<file path="src/rtl/imm_ext_if.sv">
// Operand/result bundle between the control/datapath side and imm_ext_unit.
// Valid-only handshake: in_valid marks ImmInput/ImmSrc as a request this cycle; there is no ready (never stalls). out_valid pulses one cycle after each accepted request.
interface imm_ext_if;
  logic [24:0] ImmInput;
  logic [2:0]  ImmSrc;
  logic        in_valid;
  logic [31:0] ImmExt;
  logic        out_valid;
  logic        illegal;

  modport master (
    output ImmInput, ImmSrc, in_valid,
    input  ImmExt, out_valid, illegal
  );

  modport slave (
    input  ImmInput, ImmSrc, in_valid,
    output ImmExt, out_valid, illegal
  );
endinterface

</file>
<file path="src/rtl/imm_ext_unit.sv">
// RV32 immediate generator with a registered output (1-cycle latency).
// Optional macro IMMUNIT_CSR_UIMM_EN: ImmSrc=011 selects the CSR uimm (Z) format.
module imm_ext_unit #(
  parameter logic [31:0] RST_VAL = 32'h0000_0000
) (
  input logic     clk,
  input logic     rst,
  imm_ext_if.slave bus
);

  logic [31:0] immNext;
  logic        illegalNext;
  logic [24:0] in;

  assign in = bus.ImmInput;

  // In[24] is instr[31]; it is the sign bit for every sign-extended format.
  always_comb begin
    immNext     = 32'h0000_0000;
    illegalNext = 1'b0;
    case (bus.ImmSrc)
      3'b000: immNext = {{20{in[24]}}, in[24:13]};
      3'b001: immNext = {{20{in[24]}}, in[24:18], in[4:0]};
      3'b101: immNext = {{19{in[24]}}, in[24], in[0], in[23:18], in[4:1], 1'b0};
      3'b010: immNext = {in[24:5], 12'h000};
      3'b110: immNext = {{11{in[24]}}, in[24], in[12:5], in[13], in[23:14], 1'b0};
`ifdef IMMUNIT_CSR_UIMM_EN
      3'b011: immNext = {27'b0, in[12:8]};
`endif
      default: begin
        immNext     = 32'h0000_0000;
        illegalNext = 1'b1;
      end
    endcase
  end

  always_ff @(posedge clk) begin
    if (rst) begin
      bus.ImmExt    <= RST_VAL;
      bus.out_valid <= 1'b0;
      bus.illegal   <= 1'b0;
    end else if (bus.in_valid) begin
      bus.ImmExt    <= immNext;
      bus.out_valid <= 1'b1;
      bus.illegal   <= illegalNext;
    end else begin
      bus.out_valid <= 1'b0;
    end
  end

endmodule

</file>
<file path="src/flat_wrapper.sv">
// flat-port wrapper written by rule: the top's interface ports become plain ports
module imm_ext_unit_flat 
#(
  parameter logic [31:0] RST_VAL = 32'h0000_0000
)
  (clk, rst, bus_ImmInput, bus_ImmSrc, bus_in_valid, bus_ImmExt, bus_out_valid, bus_illegal);
  imm_ext_if bus_i ();
  input logic clk;
  input logic rst;
  input wire logic [$bits(bus_i.ImmInput)-1:0] bus_ImmInput;
  input wire logic [$bits(bus_i.ImmSrc)-1:0] bus_ImmSrc;
  input wire logic [$bits(bus_i.in_valid)-1:0] bus_in_valid;
  output wire logic [$bits(bus_i.ImmExt)-1:0] bus_ImmExt;
  output wire logic [$bits(bus_i.out_valid)-1:0] bus_out_valid;
  output wire logic [$bits(bus_i.illegal)-1:0] bus_illegal;
  assign bus_i.ImmInput = bus_ImmInput;
  assign bus_i.ImmSrc = bus_ImmSrc;
  assign bus_i.in_valid = bus_in_valid;
  assign bus_ImmExt = bus_i.ImmExt;
  assign bus_out_valid = bus_i.out_valid;
  assign bus_illegal = bus_i.illegal;
  imm_ext_unit #(.RST_VAL(RST_VAL)) u_core (.clk(clk), .rst(rst), .bus(bus_i));
endmodule
</file>
<file path="config.mk">
export PLATFORM = sky130hd
export DESIGN_NAME = imm_ext_unit_flat
export DESIGN_NICKNAME = d
export VERILOG_FILES = /design/src/rtl/imm_ext_if.sv /design/src/rtl/imm_ext_unit.sv /design/src/flat_wrapper.sv
export SDC_FILE = /design/constraint.sdc
export NUM_CORES = 1
export LEC_CHECK = 0
export BUFFER_PORTS_ARGS = -buffer_cell sky130_fd_sc_hd__buf_2
export CORE_MARGIN = 4
export CORE_UTILIZATION = 41
export CTS_CLUSTER_SIZE = 25
export DETAILED_ROUTE_END_ITERATION = 8
export PLACE_DENSITY = 0.74
export SYNTH_ARGS = -nofsm -noshare
export SYNTH_HDL_FRONTEND = slang
export SYNTH_SLANG_ARGS = --single-unit
</file>
<file path="constraint.sdc">
create_clock -name clk -period 1.5 [get_ports clk]
set_clock_uncertainty 0.1 [all_clocks]
set_input_delay 0.075 -clock clk [delete_from_list [all_inputs] [get_ports clk]]
set_output_delay 0.075 -clock clk [all_outputs]
set_load 0.02 [all_outputs]
</file>
==> impl_metrics.toml, run 1 <==
[floorplanning]
die_area_sq_mm = 0.00457
die_x_microns = 67.6
die_y_microns = 67.6
num_rows = 21
initial_core_util_pct = 43.0
io-pin-count = 65
coreArea_sq_mm = 0.00339

[timing]
drv_slew = 0
worst_pin_slew_ps = 866
rsz0062_at_grt = "no"
setup_viol = 0
fin_hold_ws_ps = 13.8
finalSetupTns_ps = 0
slew-limit-headroom_pct = 42.0
max_freq_mhz = 856
fin_crit_sh_pct = 77.9
hold_viol = 0
fin_crit_ps = 1170

[global_routing]
grt_pass1_wl_microns = 6530
grt_start_max_net_pins = 16
track_usage_pct = 19.3
grt_overflow_total = 0
grt_antenna_before_repair = 0
grt_pass1_vias = 1455

[power_and_ir_drop]
total_leakage_power_nw = 1.04
powerDensity_mw_per_mm2 = 834
peakVddDrop_mv = 0.535

[clock_network]
numClockSinks = 34
clk_pin_slew_ps = 100
clock-root-buffer = "clkbuf_4"
htree_num_levels = 2
cts.hold.buffers_added = 24
cts_setup_buffers = 0
clk-insertion-delay-late_ps = 320
cts_tree = "yes"
cts_buffer_depth = 2
numCtsBuffers = 5
ctsResizeCount = 0

[final_layout]
synthToLayoutAreaGrowth_pct = 47.6
drive_above_1_share_pct = 37.5
fillCellCount = 286
n_antenna_cell = 0
final_core_util_pct = 63.5
nNetsFinal = 295
layout_commonest_cell = "buf_2"
mostFrequentLayoutCells = "buf_2, dfxtp_1, a21oi_1"

[min_path]
hold_path_end = "u_core.bus.ImmExt[0]$_SDFFE_PP0P_"
hold_depth = 3
hp-class = "primary input to register"
min_from = "bus_in_valid"

[setup_path]
startpoint_type = "primary input"
path_max_fanout = 8
r2r_cells = 3
worstSetupPathType = "primary input to register"
cpPeakStageDelay_ps = 530
worstPathCellList = "dlygate4sd3_1 -> buf_2 -> o21a_1 -> a21oi_1 -> o21ai_0"
cp.arrival_ps = 1310
crit_family = "buffers and inverters"
rr_startpoint = "u_core.bus.ImmExt[26]$_SDFFE_PP0P_"
cp_num_buf_inv = 2
rrSetupSlack_ps = 600
end_kind = "register"
reg2reg_to = "u_core.bus.ImmExt[26]$_SDFFE_PP0P_"
slowest_stage = "dlygate4sd3_1"
required_ps = 1640

[route]
drc = 0
drtIter0Drc = 77
dr.pass1.iters = 4
wirelength_microns = 4090
vias = 1479
avgRoutedWirePerCell_microns = 13.3
ant_nets = 0
vias_per_cell = 4.82

[synth]
ys_top_cells_by_area = "dfxtp_1, a21oi_1, o21ai_0, and2b_2, mux2i_1"
synthDistinctLibCells = 32
synth_top_area_share_pct = 46.7
synth-seq-area-share_pct = 46.7
synth_seq_cells = 34
synth_area_per_cell_sq_um = 9.00
syn-instance-count = 162
yosys_warnings = 0
yosysTopAreaCell = "dfxtp_1"
netlist_area_sq_mm = 0.00146
syn_nets = 196

[placement]
globalplace.congestion = 0.756
post-dp-hpwl_microns = 2700
io_buffer_count = 64

[run]
cap_violations = 0

[status]
status = "completed"
==> registers in the layout (all words and copies together) (netlist names) <==
name	flops
u_core.bus.ImmExt	32
u_core.bus.illegal	1
u_core.bus.out_valid	1
==> layer usage <==
metal | share of wire (%) | vias to the layer above | GRT usage (%) | routed length (microns)
met5 | 0 | - | 0 | 0
met4 | 2.8 | 0 | 9.62 | 114
met3 | 6.6 | 14 | 6.49 | 268
met2 | 50 | 60 | 32.7 | 2030
met1 | 41 | 650 | 21.5 | 1680
li1 | - | 755 | - | -
==> kinds of logic after synthesis <==
kind of cell               synth area share [%]
AOI/OAI and AO/OA                          22.7
and+or+nand+nor                            17.9
DFF                                        46.7
buffers and inverters                      5.32
muxes                                      4.81
adders and majority gates                  2.58
==> power by group <==
part           leakage [nW]  switching, mW  internal (mW)
clock network        0.0243          0.302          0.175
logic                 0.736          0.188          0.172
registers             0.277         0.0169          0.940
total                  1.04          0.507           1.29
==> worst max path at each step <==
stage                     startpoint                                  to  slack [ps]  cells past startpoint
floorplan              bus_ImmSrc[0]  u_core.bus.ImmExt[20]$_SDFFE_PP0P_         120                      7
detailed placement     bus_ImmSrc[0]  u_core.bus.ImmExt[29]$_SDFFE_PP0P_          10                      8
global placement       bus_ImmSrc[0]  u_core.bus.ImmExt[22]$_SDFFE_PP0P_          30                      8
global route           bus_ImmSrc[0]  u_core.bus.ImmExt[12]$_SDFFE_PP0P_         180                      8
finish              bus_ImmInput[24]  u_core.bus.ImmExt[12]$_SDFFE_PP0P_         330                      5
CTS                    bus_ImmSrc[0]  u_core.bus.ImmExt[21]$_SDFFE_PP0P_         370                      8
==> cells in the mapped netlist <==
library cell	count
mux2i_1	7
nor2b_1	3
nand3_1	1
nor2b_2	1
nor2_1	12
a22oi_1	5
buf_2	1
clkbuf_1	3
buf_6	2
o31ai_1	1
dlymetal6s2s_1	1
nand2_2	1
o2111ai_2	1
and2_2	1
o21a_1	1
a21o_1	1
ha_1	3
or2_4	1
a21oi_1	32
nor3_1	1
o21ai_0	16
nand2b_1	1
inv_1	2
clkbuf_2	1
nand2_1	15
and2b_1	1
a22o_1	1
and2b_2	9
clkbuf_8	1
or2_2	1
dfxtp_1	34
a211oi_1	1
==> cell type report <==
class | count | area, sq um | share of cell area [%]
flip-flops and latches | 34 | 681 | 31.6
inverters | 2 | 7.51 | 0.349
clock buffers | 6 | 41.3 | 1.92
well taps | 46 | 57.6 | 2.67
repair buffers | 101 | 658 | 30.6
multi-input cells | 117 | 699 | 32.5
clock inverters | 1 | 7.51 | 0.349
==> worst reg2reg max path, cell delays in order (launching register included) <==
cell and delay, ps:
dfxtp_1 320, and2b_2 180, a21oi_1 120, a21oi_1 80
==> per-stage QoR <==
stage	cells	power [mW]	instance area, sq um	worst slack [ps]
2_1_floorplan	162	1.16	1460	117
3_3_place_gp	276	1.28	1860	30.1
5_1_grt	307	1.89	2150	179
3_5_place_dp	276	1.28	1860	11.0
6_report	307	1.79	2150	332
4_1_cts	307	1.80	2150	367
No activity file was read; power rests on OpenSTA's default activity.
==> run 2, diff against run 1 <==
==> constraint.sdc (replaced) <==
create_clock -name clk -period 1 [get_ports clk]
set_clock_uncertainty 0.1 [all_clocks]
set_input_delay 0.05 -clock clk [delete_from_list [all_inputs] [get_ports clk]]
set_output_delay 0.05 -clock clk [all_outputs]
set_load 0.02 [all_outputs]
==> run 2 against run 1 <==
  * The run now ends with negative hold slack, negative setup slack left
  * First-iteration DRC count down 34%
  * Register-to-register slack worse by 640 ps
  * Count of clock-buffer cells in the layout unchanged
  * Non-clock buffer count up 11
  * Die area unchanged
==> impl_metrics.toml, run 2 (synthesized netlist as in run 1, its figures left out) <==
[status]
status = "finished with violations"
failed_checks = "negative hold slack, negative setup slack"

[route]
drc = 0
vias_per_cell = 4.84
dr.pass1.iters = 4
wirelength_microns = 4640
drtIter0Drc = 51
vias = 1545
avgRoutedWirePerCell_microns = 14.5
ant_nets = 0

[placement]
post-dp-hpwl_microns = 2960
dpl_worst_slack_ps = -512
globalplace.congestion = 0.773
io_buffer_count = 64
place_inst = 282

[floorplanning]
num_rows = 21
initial_core_util_pct = 43.0
io-pin-count = 65
die_x_microns = 67.6
die_y_microns = 67.6
coreArea_sq_mm = 0.00339
die_area_sq_mm = 0.00457

[setup_path]
required_ps = 1120
end_kind = "register"
r2r_cells = 3
reg2reg_to = "u_core.bus.ImmExt[21]$_SDFFE_PP0P_"
startpoint_type = "primary input"
rr_startpoint = "u_core.bus.ImmExt[21]$_SDFFE_PP0P_"
worstSetupPathType = "primary input to register"
worstSetupEndpoint = "u_core.bus.ImmExt[29]$_SDFFE_PP0P_"
cp-startpoint = "bus_ImmSrc[1]"
path_max_fanout = 5
worstPathCellList = "buf_12 -> inv_12 -> ha_4 -> nor2b_4 -> or2_4 -> o2111ai_4 -> clkbuf_16 -> a21oi_2"
slowest_stage = "or2_4"
cp.arrival_ps = 1220
cpPeakStageDelay_ps = 260
rrSetupSlack_ps = -40

[timing]
hold_viol = 3
drv_slew = 0
max_freq_mhz = 909
setup_viol = 11
setup_ws_ps = -99.8
fin_crit_ps = 1100
fin_crit_sh_pct = 110
worst_pin_slew_ps = 259
slew-limit-headroom_pct = 82.7
rsz0062_at_grt = "yes"
fin_hold_ws_ps = -43.2

[global_routing]
grt_overflow_total = 0
grt_pass1_vias = 1589
grt_antenna_before_repair = 0
grt_pass1_wl_microns = 6920
track_usage_pct = 20.0
grt_start_max_net_pins = 15

[clock_network]
clk-insertion-delay-late_ps = 320
numClockSinks = 34
htree_num_levels = 2
clk_pin_slew_ps = 110
cts_tree = "yes"
cts_setup_buffers = 0
cts_buffer_depth = 2
clock-root-buffer = "clkbuf_4"
numCtsBuffers = 5

[final_layout]
drive_above_1_share_pct = 56.0
largest_register_ffs = 32
mostFrequentLayoutCells = "buf_4, buf_2, dlygate4sd3_1"
final_cells = 319
largest_register = "u_core.bus.ImmExt"
n_antenna_cell = 0
nNetsFinal = 306
synthToLayoutAreaGrowth_pct = 78.8
fillCellCount = 246
layout_commonest_cell = "buf_4"
top_regs = "u_core.bus.ImmExt (32), u_core.bus.illegal (1), u_core.bus.out_valid (1)"
final_core_util_pct = 76.9

[power_and_ir_drop]
total_leakage_power_nw = 1.16
powerDensity_mw_per_mm2 = 1130
p_total_mw = 2.94
peakVddDrop_mv = 0.745

[run]
cap_violations = 0

[min_path]
hp-class = "primary input to register"
-- run 2: what timing repair did --
action / CTS / global route
resized for setup: 33 / 52
gates cloned: 1 / 1
endpoints found under the setup margin: 47 / 48
hold buffers: 26 / 1
pin swaps: 4 / 1
endpoints found under the hold margin: 32 / 4
-- run 2: report_power, final --
part	internal [mW]	total, mW	switching [mW]
Sequential	1.42	1.45	0.0319
Clock	0.338	0.779	0.441
Combinational	0.372	0.716	0.343
-- run 2: cell type report --
| class | count | area [sq um] | share of cell area [%] |
|---|---|---|---|
| Tap cell | 46 | 57.6 | 2.21 |
| Timing Repair Buffer | 112 | 915 | 35.1 |
| Inverter | 2 | 32.5 | 1.25 |
| Sequential cell | 34 | 711 | 27.3 |
| Multi-Input combinational cell | 117 | 827 | 31.7 |
| Clock buffer | 6 | 51.3 | 1.97 |
| Clock inverter | 2 | 12.5 | 0.480 |
-- run 2: worst min path at each step --
stage,from,end,cells past startpoint
final,rst,u_core.bus.ImmExt[27]$_SDFFE_PP0P_,3
after global routing,rst,u_core.bus.ImmExt[27]$_SDFFE_PP0P_,3
after CTS,rst,u_core.bus.ImmExt[26]$_SDFFE_PP0P_,3
after detailed placement,rst,u_core.bus.out_valid$_SDFF_PP0_,2
after global placement,bus_ImmInput[23],u_core.bus.ImmExt[10]$_SDFFE_PP0P_,3
after floorplan,rst,u_core.bus.ImmExt[23]$_SDFFE_PP0P_,1
-- run 2: metal layers --
layer / part of all wire, % / vias up / track usage, %
li1: - / 781 / -
met1: 39 / 707 / 20.7
met2: 53 / 50 / 39.0
met3: 6.6 / 7 / 5.32
met4: 1.1 / 0 / 5.32
met5: 0 / - / 0
-- run 2: per-stage QoR --
stage	setup TNS (ps)	hold slack, ps	cell area [sq um]
finish	-774	-43.2	2610
global route	-963	-41.7	2610
CTS	-699	-16.2	2470
detailed placement	-14290	205	2030
global placement	-13700	203	2030
floorplan	-3920	19.1	1560
-- run 2: critical path: cells and delay by family --
family | cells | cell delay, ps
AND/OR/NAND/NOR | 2 | 390
buffers and inverters | 3 | 330
AO/OA/AOI/OAI | 2 | 300
adder cells (fa/ha/maj) | 1 | 140
